`src/rtl/acsp_pkg.sv`:
```
//------------------------------------------------------------------------------
// Module   : acsp_pkg
// Brief    : Shared types and constants for the analyzer serial command protocol.
// Revision : 1.0 - initial release
//------------------------------------------------------------------------------
`default_nettype none

package acsp_pkg;

  typedef enum logic [2:0] {
    IDLE    = 3'd0,
    LOAD    = 3'd1,
    WAIT_HI = 3'd2,
    WAIT_LO = 3'd3,
    GAP     = 3'd4
  } enc_state_t;

  localparam int LONG_CMD_BIT  = 7;
  localparam int CMD_ARG_BYTES = 4;

  localparam logic [7:0] OP_RESET       = 8'h00;
  localparam logic [7:0] OP_RUN         = 8'h01;
  localparam logic [7:0] OP_ID          = 8'h02;
  localparam logic [7:0] OP_SET_DIVIDER = 8'h80;
  localparam logic [7:0] OP_SET_COUNTS  = 8'h81;

endpackage

`default_nettype wire

```
`src/rtl/command_encoder.sv`:
```
//------------------------------------------------------------------------------
// Module   : command_encoder
// Brief    : Serializes one opcode (+ optional 32-bit argument) into UART bytes.
// Revision : 1.0 - initial release
//------------------------------------------------------------------------------
`default_nettype none

module command_encoder #(
  parameter int BUSY_TIMEOUT = 16,
  parameter int GAP_CYCLES   = 2
) (
  input  logic        clock,
  input  logic        reset,
  input  logic        cmd_valid,
  input  logic [7:0]  cmd_opcode,
  input  logic [31:0] cmd_data,
  output logic        cmd_ready,
  output logic [7:0]  tx_byte,
  output logic        tx_start,
  input  logic        tx_busy,
  output logic        enc_busy,
  output logic        cmd_done
);
  import acsp_pkg::*;

  localparam int CNT_MAX = (BUSY_TIMEOUT > GAP_CYCLES) ? BUSY_TIMEOUT : GAP_CYCLES;
  localparam int CNT_W   = $clog2(CNT_MAX + 1);
  localparam logic [CNT_W-1:0] TIMEOUT_LAST = CNT_W'(BUSY_TIMEOUT - 1);
  localparam logic [CNT_W-1:0] GAP_LAST     = CNT_W'((GAP_CYCLES > 0) ? GAP_CYCLES - 1 : 0);
  localparam logic [2:0]       LAST_LONG    = 3'(CMD_ARG_BYTES);

  enc_state_t       state_q, state_d;
  logic [2:0]       byte_idx_q, byte_idx_d;
  logic [CNT_W-1:0] cnt_q, cnt_d;
  logic [7:0]       op_q, op_d;
  logic [31:0]      data_q, data_d;
  logic [7:0]       tx_byte_q, tx_byte_d;
  logic             tx_start_q, tx_start_d;
  logic             cmd_ready_q, cmd_ready_d;
  logic             enc_busy_q, enc_busy_d;
  logic             cmd_done_q, cmd_done_d;
  logic [2:0]       last_idx;
  logic [7:0]       sel_byte;

  assign last_idx = op_q[LONG_CMD_BIT] ? LAST_LONG : 3'd0;

  always_comb begin
    state_d     = state_q;
    byte_idx_d  = byte_idx_q;
    cnt_d       = cnt_q;
    op_d        = op_q;
    data_d      = data_q;
    tx_start_d  = 1'b0;
    cmd_done_d  = 1'b0;
    // cmd_ready lags the return to IDLE by one cycle so it rises after cmd_done
    cmd_ready_d = (state_q == IDLE);

    case (state_q)
      IDLE: begin
        if (cmd_valid && cmd_ready_q) begin
          op_d        = cmd_opcode;
          data_d      = cmd_data;
          byte_idx_d  = 3'd0;
          cnt_d       = '0;
          cmd_ready_d = 1'b0;
          state_d     = LOAD;
        end
      end
      LOAD: begin
        if (!tx_busy) begin
          tx_start_d = 1'b1;
          cnt_d      = '0;
          state_d    = WAIT_HI;
        end
      end
      WAIT_HI: begin
        if (tx_busy) begin
          cnt_d   = '0;
          state_d = WAIT_LO;
        end else if (cnt_q == TIMEOUT_LAST) begin
          cnt_d   = '0;
          state_d = GAP;
        end else begin
          cnt_d = cnt_q + 1'b1;
        end
      end
      WAIT_LO: begin
        if (!tx_busy) begin
          cnt_d   = '0;
          state_d = GAP;
        end
      end
      GAP: begin
        if (cnt_q == GAP_LAST) begin
          cnt_d = '0;
          if (byte_idx_q == last_idx) begin
            cmd_done_d = 1'b1;
            state_d    = IDLE;
          end else begin
            byte_idx_d = byte_idx_q + 3'd1;
            state_d    = LOAD;
          end
        end else begin
          cnt_d = cnt_q + 1'b1;
        end
      end
      default: state_d = IDLE;
    endcase

    case (byte_idx_d)
      3'd0:    sel_byte = op_d;
      3'd1:    sel_byte = data_d[7:0];
      3'd2:    sel_byte = data_d[15:8];
      3'd3:    sel_byte = data_d[23:16];
      3'd4:    sel_byte = data_d[31:24];
      default: sel_byte = 8'h00;
    endcase

    // tx_byte only changes on entry to LOAD, so it is stable until busy falls
    tx_byte_d  = (state_d == LOAD) ? sel_byte : tx_byte_q;
    enc_busy_d = (state_d != IDLE);
  end

  always_ff @(posedge clock or posedge reset) begin
    if (reset) begin
      state_q     <= IDLE;
      byte_idx_q  <= 3'd0;
      cnt_q       <= '0;
      op_q        <= 8'h00;
      data_q      <= 32'h0;
      tx_byte_q   <= 8'h00;
      tx_start_q  <= 1'b0;
      cmd_ready_q <= 1'b1;
      enc_busy_q  <= 1'b0;
      cmd_done_q  <= 1'b0;
    end else begin
      state_q     <= state_d;
      byte_idx_q  <= byte_idx_d;
      cnt_q       <= cnt_d;
      op_q        <= op_d;
      data_q      <= data_d;
      tx_byte_q   <= tx_byte_d;
      tx_start_q  <= tx_start_d;
      cmd_ready_q <= cmd_ready_d;
      enc_busy_q  <= enc_busy_d;
      cmd_done_q  <= cmd_done_d;
    end
  end

  assign cmd_ready = cmd_ready_q;
  assign tx_byte   = tx_byte_q;
  assign tx_start  = tx_start_q;
  assign enc_busy  = enc_busy_q;
  assign cmd_done  = cmd_done_q;

endmodule

`default_nettype wire

```
`config.mk`:
```
export PLATFORM = sky130hd
export DESIGN_NAME = command_encoder
export DESIGN_NICKNAME = d
export VERILOG_FILES = /design/src/rtl/acsp_pkg.sv /design/src/rtl/command_encoder.sv
export SDC_FILE = /design/constraint.sdc
export NUM_CORES = 1
export LEC_CHECK = 0
export CAP_MARGIN = 40
export CORE_MARGIN = 2
export CORE_UTILIZATION = 47
export DETAILED_ROUTE_END_ITERATION = 10
export PLACE_DENSITY = 0.83
export SLEW_MARGIN = 20
export SYNTH_ARGS = -nofsm -noshare
export SYNTH_HDL_FRONTEND = slang
export SYNTH_SLANG_ARGS = --single-unit
export TNS_END_PERCENT = 20
```
`constraint.sdc`:
```
create_clock -name clock -period 2.4 [get_ports clock]
set_input_delay 0.24 -clock clock [delete_from_list [all_inputs] [get_ports clock]]
set_output_delay 0.24 -clock clock [all_outputs]
set_load 0.005 [all_outputs]
```
==> flow_summary.yaml <==
outcome:
  status: "finished with violations"
  violations: "negative setup slack"
floorplan:
  die_h_um: 84.1
  rows: 29
  dieArea_um2: 7080
  core_area_um2: 6280
  die-width_um: 84.1
  num_io_pins: 56
  initial_core_util_pct: 48.1
global_routing:
  grt_pass1_vias: 2244
  grt_first_pass_wirelength_um: 10900
  grtUsageTotal_pct: 19.8
  grt_max_degree: 64
  grt_antenna_before_repair: 0
  grt_overflow: 0
clocking:
  cts_max_level: 3
  clk_pin_slew_worst_paths_ns: 0.08
  cts.sinks: 63
  cts_hold_buf: 0
  clk_path_buf_depth: 2
  root_buffer: "clkbuf_8"
  cts_tree: "yes"
  numCtsBuffers: 9
  clkLatencyLatePin_ns: 0.35
timing:
  whs_ns: 0.283
  rsz0062_at_grt: "yes"
  setup_ws_ns: -0.0773
  slew_headroom_pct: 68.5
  hold_viol: 0
  post-route-period-util_pct: 103
  fmax_mhz: 404
  fin_crit_ns: 2.48
  fin_tns_setup_ns: -0.493
  setup_viol: 8
  fin_worst_skew_ns: 0.0110
  tightest_slew_ns: 0.467
  maxSlewViolCount: 0
detailed_routing:
  vias: 2170
  avgRoutedWirePerCell_um: 16.5
  drc: 0
  drt_pass1_iterations: 5
  totalWireLength_um: 6540
  vias_per_cell: 5.48
  first_iter_violations: 172
  antenna_left: 0
critical_path:
  r2r-start: "cnt_q[1]"
  required_ns: 2.67
  path_class: "flip-flop to flip-flop"
  crit_path_end_kind: "flip-flop"
  arrival_ns: 2.74
  cp-startpoint: "cnt_q[1]"
  path_max_fanout: 8
  cp-start-kind: "flip-flop"
placed_design:
  dp_cells: 379
  hpwl_um: 4670
  gp_congestion: 0.892
  pre_cts_ws_ns: -0.216
  io_buffers: 55
cells_and_area:
  final_layout_size_suffix_gt1_share_pct: 32.9
  area_growth_pct: 33.6
  utilization_pct: 64.2
  multiInputGateArea_um2: 1390
  seq_area_um2: 1580
  num_antenna_cells: 0
  nets: 364
  layout.cells.non_filler: 396
  nFillCells: 467
power:
  power.switching_w: 0.00154
  swShare_pct: 33.7
  internal-power_w: 0.00303
  comb_power_share_pct: 42.8
  ir_drop_v: 0.000714
  p_seq_share_pct: 37.1
  power.leakage_nw: 1.68
  cellPowerDensity_nw_per_um2: 1130
  clkPwrFrac_pct: 20.1
synthesis:
  synth.mux.area_fraction_pct: 21.4
  synth-compound-area-share_pct: 10.6
  postSynthCellCount: 240
  syn_area_per_cell_um2: 12.6
  synthAdderAreaFrac_pct: 2.49
  ys.flop_type: "dfrtp_1"
  syn-num-nets: 290
  synthesis.area_um2: 3020
  yosys.area_share.simple_pct: 9.78
  synthArstFlopShare_pct: 100
  synth_edf_count: 0
  synth_cell_types: 41
  synth_seq_cells: 63
  ys_warn_count: 0
  synth_xor_area_share_pct: 0.290
  synth_top_family_by_area: "multiplexers"
  seq_area_frac_synth_pct: 52.3
worst_hold_path:
  min_path_type: "primary input to async pin"
flow_run:
  maxCapViolations: 0
[layer usage]
layer / GRT usage (%) / share of wire, % / vias up
li1: - / - / 1014
met1: 25.9 / 44 / 1082
met2: 31.3 / 49 / 67
met3: 6.19 / 5.9 / 7
met4: 7.18 / 1.5 / 0
met5: 0 / 0 / -
[placed cells by master, fill, tap and decap left out, drive strengths merged, types with 2 or more instances in the layout]
cell type      count
and3               2
a2111oi            2
o211ai             8
ha                 6
nor2               5
mux2              48
nand2b            10
a21oi              3
nor4b              3
nor3               5
dfrtp             62
nand2             15
clkdlybuf4s50     55
a2bb2oi            8
o21ai              7
o31ai              3
mux2i             10
clkbuf             9
clkinvlp           2
buf               21
o21bai             2
inv               10
or2                2
nand3              4
clkinv             3
[worst paths after layout]
| path | to | slack (ns) | cells past startpoint |
|---|---|---|---|
| setup / recovery | tx_byte[7] | -0.08 | 8 |
| hold / removal | data_q[2] | 0.28 | 3 |
| setup reg to reg | tx_byte[7] | -0.08 | 8 |
| hold reg to reg | data_q[30] | 0.50 | 1 |
| max in group asynchronous | cmd_ready | 1.82 | 3 |
| min in group clock | data_q[30] | 0.50 | 1 |
[Yosys cell counts (2+ instances only)]
library cell   n  area share (%)
dfrtp_1       62              51
mux2_2        48              18
nand2_1       15             1.9
nand2b_1      10             2.1
mux2i_1        9             3.0
a2bb2oi_1      8             2.3
inv_1          8             1.0
o211ai_2       8             3.3
clkbuf_1       7            0.87
o21ai_0        7             1.2
ha_1           6             2.5
buf_2          5            0.83
nor2_1         5            0.62
nand3_1        4            0.66
nor3_1         4            0.66
a21oi_1        3            0.50
nor4b_1        3            0.87
o31ai_1        3            0.75
and3_1         2            0.41
o21bai_1       2            0.50
[sequential cells by signal, summed over array words and instances, names as in the netlist]
signal      cells
tx_byte         8
byte_idx_q      3
state_q         3
tx_start        1
cnt_q           5
enc_busy        1
cmd_ready       1
data_q         32
op_q            8
cmd_done        1
[power groups by stage]
stage,logic (W),registers (W),clock network [W]
4_1_cts,0.00195,0.00170,0.000936
5_1_grt,0.00212,0.00175,0.000987
3_3_place_gp,0.00186,0.00170,0
6_report,0.00195,0.00170,0.000919
3_5_place_dp,0.00192,0.00172,0
2_1_floorplan,0.00128,0.00167,0
[through the flow]
step	instance area, um^2	power (W)
CTS	4020	0.00459
global route	4030	0.00486
floorplan	3050	0.00295
global placement	3810	0.00356
detailed placement	3810	0.00365
finish	4030	0.00457
[worst max-delay path, stage by stage (launching register included)]
cell	delay, ns
dfrtp_1	0.38
inv_1	0.05
ha_1	0.14
or4b_4	0.51
a2111o_1	0.38
mux2i_4	0.23
or3b_4	0.47
a2bb2oi_1	0.18
o211ai_2	0.08
[cell type report]
| class | instances | share of cell area [%] |
|---|---|---|
| Timing Repair Buffer | 76 | 18.3 |
| Tap cell | 77 | 2.39 |
| Inverter | 9 | 0.838 |
| Sequential cell | 63 | 39.1 |
| Multi-Input combinational cell | 155 | 34.5 |
| Clock buffer | 9 | 3.07 |
| Clock inverter | 7 | 1.80 |
[kinds of logic after synthesis]
| group | after synthesis |
|---|---|
| AO/OA/AOI/OAI | 37 |
| XOR/XNOR | 1 |
| adder cells (fa/ha/maj) | 6 |
| buffers and inverters | 22 |
| flip-flops | 63 |
| multiplexers | 58 |
| AND/OR/NAND/NOR | 53 |
[timing repair]
action	CTS	global route
gates resized for setup	2	2
buffers inserted	1	0
endpoints found under the setup margin	8	8
pin swaps	0	1
Power figures use the tool's default switching activity.
